## src/rtl/conv_pkg.sv

```systemverilog
// Shared types for the 5x5 convolution datapath: kernel size and the
// pixel/window shapes exchanged between window generator and convolution point.
package conv_pkg;

    localparam int K        = 5;
    localparam int LINES    = K - 1;
    localparam int BITWIDTH = 32;

    typedef logic [BITWIDTH-1:0] pixel_t;
    typedef pixel_t [K-1:0][K-1:0] window_t;

endpackage

```

## src/rtl/conv_line_buffer.sv

```systemverilog
// Single-clock line store: one combinational read and one write at the same
// address per cycle, so a write always sees the pre-write contents.
module conv_line_buffer #(
    parameter int DEPTH = 32,
    parameter int WIDTH = 128
) (
    input  logic                     clk,
    input  logic                     we,
    input  logic [$clog2(DEPTH)-1:0] addr,
    input  logic [WIDTH-1:0]         wdata,
    output logic [WIDTH-1:0]         rdata
);

    logic [WIDTH-1:0] mem [DEPTH];

    assign rdata = mem[addr];

    // NOTE: storage arrays carry no reset; contents are don't-care until written,
    // and leaving them unreset lets synthesis map them onto RAM.
    always_ff @(posedge clk) begin
        if (we) begin
            mem[addr] <= wdata;
        end
    end

endmodule

```

## src/rtl/conv_window_gen.sv

```systemverilog
// Turns a raster pixel stream into every valid 5x5 window (stride 1, no padding)
// using four line buffers and a 5x5 shift-register window.
module conv_window_gen
    import conv_pkg::*;
#(
    parameter int bitwidth = BITWIDTH,
    parameter int MAP_W    = 32,
    parameter int MAP_H    = 32
) (
    input  logic                                 clk,
    input  logic                                 rst_n,
    input  logic [bitwidth-1:0]                  in_pixel,
    input  logic                                 in_valid,
    output logic                                 in_ready,
    output logic [K-1:0][K-1:0][bitwidth-1:0]    map_block,
    output logic                                 out_valid,
    input  logic                                 out_ready,
    output logic [$clog2(MAP_H)-1:0]             out_row,
    output logic [$clog2(MAP_W)-1:0]             out_col,
    output logic                                 frame_done
);

    localparam int RW = $clog2(MAP_H);
    localparam int CW = $clog2(MAP_W);

    logic [RW-1:0] row;
    logic [CW-1:0] col;
    logic          accept;
    logic          emit;
    logic          last_taken;

    // lb_rd[0] is the most recent line, lb_rd[LINES-1] the oldest.
    logic [LINES-1:0][bitwidth-1:0] lb_rd;
    logic [LINES-1:0][bitwidth-1:0] lb_wr;

    assign in_ready   = !out_valid || out_ready;
    assign accept     = in_valid && in_ready;
    assign emit       = accept && (row >= RW'(K-1)) && (col >= CW'(K-1));
    assign last_taken = out_valid && out_ready &&
                        (out_row == RW'(MAP_H-K)) && (out_col == CW'(MAP_W-K));

    always_comb begin
        lb_wr[0] = in_pixel;
        for (int k = 1; k < LINES; k++) begin
            lb_wr[k] = lb_rd[k-1];
        end
    end

    conv_line_buffer #(
        .DEPTH (MAP_W),
        .WIDTH (LINES*bitwidth)
    ) u_lines (
        .clk   (clk),
        .we    (accept),
        .addr  (col),
        .wdata (lb_wr),
        .rdata (lb_rd)
    );

    // NOTE: every register here uses non-blocking assignment so all of them
    // update from the same pre-edge values, regardless of statement order.
    always_ff @(posedge clk or negedge rst_n) begin
        if (!rst_n) begin
            row        <= '0;
            col        <= '0;
            map_block  <= '0;
            out_valid  <= 1'b0;
            out_row    <= '0;
            out_col    <= '0;
            frame_done <= 1'b0;
        end else begin
            frame_done <= last_taken;

            if (accept) begin
                for (int i = 0; i < K; i++) begin
                    for (int j = 0; j < K-1; j++) begin
                        map_block[i][j] <= map_block[i][j+1];
                    end
                end
                // Column j=K-1 takes the oldest line at the top, the live pixel at the bottom.
                for (int i = 0; i < K-1; i++) begin
                    map_block[i][K-1] <= lb_rd[K-2-i];
                end
                map_block[K-1][K-1] <= in_pixel;

                if (col == CW'(MAP_W-1)) begin
                    col <= '0;
                    row <= (row == RW'(MAP_H-1)) ? '0 : row + 1'b1;
                end else begin
                    col <= col + 1'b1;
                end
            end

            if (emit) begin
                out_valid <= 1'b1;
                out_row   <= row - RW'(K-1);
                out_col   <= col - CW'(K-1);
            end else if (out_ready) begin
                out_valid <= 1'b0;
            end
        end
    end

endmodule

```

## config.mk

```make
export PLATFORM = sky130hd
export DESIGN_NAME = conv_window_gen
export DESIGN_NICKNAME = d
export VERILOG_FILES = /design/src/rtl/conv_pkg.sv /design/src/rtl/conv_line_buffer.sv /design/src/rtl/conv_window_gen.sv
export SDC_FILE = /design/constraint.sdc
export NUM_CORES = 2
export LEC_CHECK = 0
export CAP_MARGIN = 10
export CELL_PAD_IN_SITES_DETAIL_PLACEMENT = 1
export CELL_PAD_IN_SITES_GLOBAL_PLACEMENT = 2
export CORE_UTILIZATION = 49
export CTS_CLUSTER_DIAMETER = 50
export DETAILED_ROUTE_END_ITERATION = 12
export GPL_ROUTABILITY_DRIVEN = 0
export PLACE_DENSITY = 0.89
export RECOVER_POWER = 50
export SLEW_MARGIN = 20
export SYNTH_ARGS = -nofsm -noshare
export SYNTH_HDL_FRONTEND = slang
export SYNTH_SLANG_ARGS = --single-unit
```

## constraint.sdc

```tcl
create_clock -name clk -period 19.44 [get_ports clk]
set_input_delay 3.888 -clock clk [delete_from_list [all_inputs] [get_ports clk]]
set_output_delay 3.888 -clock clk [all_outputs]
set_load 0.05 [all_outputs]
```

# == After elaboration in Yosys (flattened, before gate mapping) ==
# Memories as Yosys holds them, arrays and structs flattened.
# Cells that the tools add are included.
# word_totals
ff_bits,822
ram_bits,4096
in_bits,36
out_inout_bits,813
word_cells,58
memories,1
# classes
addsub,4
magnitude_cmp,2
n_eq_ne,4
mux,6
n_reduce_logical,10
# mem_list
name,depth,width,rd,rd_clocked_by_memory_dff,write_ports,line,source
u_lines.mem,32,128,1,0,1,conv_line_buffer.sv:14,logic [WIDTH-1:0] mem [DEPTH];
# ops
cell,count
"5-bit equality test, second input constant",4
"5-bit by 1-bit adder with 5-bit output, second input constant",2
"5-bit by 3-bit >= comparator with 1-bit output, second input constant",2
5-bit two-way mux,2
"5-bit by 3-bit subtractor with 5-bit output, second input constant",2
1-bit logical AND,6
1-bit two-way mux,4
2-bit AND reduction,1
2-bit nonzero test,1
1-bit logical NOT,1
1-bit logical OR,1

# == Logic depth before layout (Yosys ltp) ==
# depth
word_depth,6
depth_mapped,10
mapped_depth_nobuf,6

# == By module ==
# From an unflattened synthesis, not the netlist that was laid out.
# unflattened
cells_unflattened,9864
area_unflattened_um2,187658.7
# by_module_without_submodules
mod,n_inst,cells_each,area_each_um2,seq_area_each_um2
conv_line_buffer,1,8074,154423.1,122998.0
conv_window_gen,1,1790,33235.6,20569.7

# == Least setup slack after synthesis ==
# No wires, ideal clock.
# synth_timing
kind,input port to flip-flop
startpoint,in out_ready
endpoint,"mem u_lines.mem[12][0], enable pin"
setup_time_ns,0.617
arrival_time_ns,10.639
required_ns,18.823
path_slack_ns,8.183
cell_stages,7
n_path_buf,3
cell_sequence,nand2b_1 > and2_1 > clkbuf_1 > buf_2 > clkbuf_1 > nand2_1 > nor2_1
# synth_via
elab_chain_cells,4
# synth_rtl
item,line,source
from (decl),conv_window_gen.sv:17,"input logic out_ready,"
1-bit logical OR,conv_window_gen.sv:36,assign in_ready = !out_valid || out_ready;
1-bit logical AND,conv_window_gen.sv:37,assign accept = in_valid && in_ready;
1-bit two-way mux,conv_line_buffer.sv:21,if (we) begin
1-bit two-way mux (implied by the code),conv_line_buffer.sv:22,mem[addr] <= wdata;
to (decl),conv_line_buffer.sv:14,
# Every way passes these cells.

==> run_results.csv <==
group,metric,value,unit
die,fp.dieW,617,um
clocking,ctsResizeCount,0,
clocking,cts_tree,"done",
sta,fmax,74.8,MHz
routing,vias,114529,
die,coreArea,376000,um2
global_route,grt_pass1_vias,119148,
sta,period_share,0.688,
critical_path,worstSetupPathType,"reg -> reg",
sta,setup_tns,0,ns
critical_path,crit_chain,"clkbuf_1 -> nand4_1 -> clkbuf_1 -> clkbuf_1 -> o22ai_1 -> nor4_1 -> nand2_1",
clocking,clk_pin_slew,0.06,ns
critical_path,cp.depth,7,
global_route,grt_util_all_layers,0.326,
outcome,violations,"design-rule violations, max-capacitance violations, max-slew violations",
logic_synthesis,syn_avg_cell_area,16.5,um2
die,start_util,0.493,
global_route,grt_pass1_wl,887000,um
sta,setup_slack,6.06,ns
placement,dp_hpwl,348000,um
clocking,cts_buffers,533,
logic_synthesis,syn_inst,11255,
power_and_ir_drop,ir_drop,0.138,mV
critical_path,slowest_delay,4.08,ns
logic_synthesis,synth-async-reset-ratio,0.167,
logic_synthesis,synth_top_cell_by_area,"edfxtp_1",
critical_path,cp_common_cell,"clkbuf_1",
global_route,grt_remaining_overflow,0,
clocking,cts_setup_buffers,0,
power_and_ir_drop,leakagePower,79.3,nW
routing,drt-initial-drc-count,15166,
die,die-area,381000,um2
critical_path,worst-r2r-cell-count,7,
sta,finalCriticalPeriod,13.38,ns
critical_path,crit_slowest_cell,"clkbuf_1",
clocking,cts-htree-levels,6,
sta,setup-violations-final,0,
final_layout,drive_gt1_frac,0.0931,
clocking,cts-root-buf,"clkbuf_16",
routing,via_per_inst,6.46,
critical_path,path_max_fanout,60,
sta,skew,0.0577,ns
placement,io_buffers,848,
sta,worst_pin_slew,9.46,ns
logic_synthesis,ys_warn_count,0,
sta,hold_ws,0.466,ns
logic_synthesis,netlist_top_cells_area,"edfxtp_1 66%, dfrtp_1 11%, mux2i_1 9.6%",
die,io_pins,849,
critical_path,critPathArrivalTime,13.86,ns
clocking,clk_latency,1.07,ns
routing,drc,3,
sta,drv_slew,3410,
final_layout,syn2layout_area_growth,16.9,%
clocking,clockBufferDepth,4,
critical_path,worstSetupStartpointType,"flip-flop",
critical_path,crit_required,19.92,ns
logic_synthesis,syn_area,186000,um2
logic_synthesis,synthFlopType,"edfxtp_1",
job,drv_cap,98,
routing,wl,637000,um
final_layout,final_cells,17730,
logic_synthesis,synth_top_area_share,0.663,
power_and_ir_drop,cellPowerDensity,174,nW/um2
logic_synthesis,yosysSeqAreaShare,0.774,
critical_path,end_kind,"flip-flop",
sta,hold_viol_final,0,
outcome,outcome,"complete, but fails checks",
routing,ant_nets,0,
critical_path,critPathTopFamily,"buffers and inverters",
final_layout,nets,12331,
logic_synthesis,syn_nets,11305,
sta,rsz0062_at_grt,"false",
global_route,grt_max_degree,199,
logic_synthesis,synth_edf_count,4096,
placement,place_inst,16737,
clocking,cts.sinks,4918,
clocking,cts-hold-fix-buffers,0,
die,die_y,617,um
routing,wl_per_cell,35.9,um
worst_hold_path,hold_depth,2,
critical_path,critPathBufInv,3,
worst_hold_path,min_path_type,"reg -> reg",
sta,relSlewSlack,-5.31,
placement,preCtsSetupSlack,9.95,ns
routing,first_pass_iters,9,
global_route,antenna_found_initial,37,
logic_synthesis,synth-seq-cells,4918,
die,rows,225,
logic_synthesis,synth_cell_types,54,
==> report_power, final <==
group | leakage, nW | switching (mW) | internal, mW
clock network | 8.43 | 4.39 | 5.72
logic | 23.6 | 8.74 | 2.79
registers | 47.3 | 0.968 | 15.1
total | 79.3 | 14.1 | 23.6
==> routing by layer <==
metal | vias up | global-route usage | wire length, um
li1 | 45059 | - | -
met1 | 59100 | 0.419 | 232000
met2 | 8380 | 0.530 | 300000
met3 | 1958 | 0.0704 | 68400
met4 | 32 | 0.159 | 36400
met5 | - | 0 | 198
==> Yosys cell counts (all sizes together) (4+ instances only) <==
cell     instances
mux4           129
or4             11
o22ai          849
or3              4
o21ai           37
nor3             6
nand3           21
nand2         2177
nand4bb          5
and3             4
o32ai           12
nand4b           4
or4b             5
a22oi           35
nor4           211
mux2i         1774
buf            346
clkbuf         281
nor2b           21
ha              14
nand2b           5
a31oi          121
nand4            4
inv              7
edfxtp        4096
a221oi          15
a41oi            9
nor2           170
a21oi           11
a211oi          27
dfrtp          822
==> cell type report <==
class	instances	area (um2)
Inverter	9	33.8
Tap cell	4994	6250
Antenna cell	12	30.0
Fill cell	34116	159000
Clock buffer	703	14500
Clock inverter	275	2720
Timing Repair Buffer	1118	10500
Multi-Input combinational cell	5701	39200
Sequential cell	4918	144000
==> metrics by stage <==
stage	utilization	power, mW	area [um2]
after floorplan	-	22.3	186000
after global placement	0.532	26.9	200000
after detailed placement	0.532	27.5	200000
after CTS	0.578	37.7	217000
after global routing	0.576	38.5	217000
final	0.576	37.7	217000
==> placed cells by master, fill, tap and decap left out, drive strengths merged, types with 14 or more instances in the layout <==
cell and n:
edfxtp 4096, nand2 2177, mux2i 1774, o22ai 849, dfrtp 822, clkbuf 793, dlygate4sd3 483, clkdlybuf4s50 346
nor4 211, buf 199, clkinv 185, nor2 170, mux4 129, a31oi 121, inv 56, o21ai 37
a22oi 35, bufinv 29, a211oi 27, nor2b 21, nand3 21, a221oi 15, ha 14, clkinvlp 14
==> final timing paths <==
check / from / to / slack, ns
max reg2reg: col[0]$_DFFE_PN0P_ / u_lines.mem[3][58]$_DFFE_PP_ / 6.06
min reg2reg: map_block[396]$_DFFE_PN0P_ / map_block[364]$_DFFE_PN0P_ / 0.47
max in group asynchronous: rst_n / map_block[532]$_DFFE_PN0P_ / 7.25
min in group asynchronous: rst_n / map_block[178]$_DFFE_PN0P_ / 5.05
max: col[0]$_DFFE_PN0P_ / u_lines.mem[3][58]$_DFFE_PP_ / 6.06
min: map_block[396]$_DFFE_PN0P_ / map_block[364]$_DFFE_PN0P_ / 0.47
==> cells by family after synthesis <==
| family | share of synthesized area |
|---|---|
| adders and majority gates | 0.000944 |
| xor gates and xnor gates | 0.0000944 |
| AOI/OAI and AO/OA | 0.0386 |
| and+or+nand+nor | 0.0582 |
| muxes | 0.112 |
| DFF | 0.774 |
| buffers and inverters | 0.0166 |
==> tightest hold or removal path: cells and delay by family, from the launching register on <==
kind,cells,cell delay [ns]
simple gates,2,0.11
flops,1,0.36
==> flip-flops by register name, indices dropped and copies added (netlist names) <==
name	cells
u_lines.mem	4096
map_block	800
col	5
out_col	5
out_row	5
row	5
frame_done	1
out_valid	1
Power figures use the tool's default switching activity.
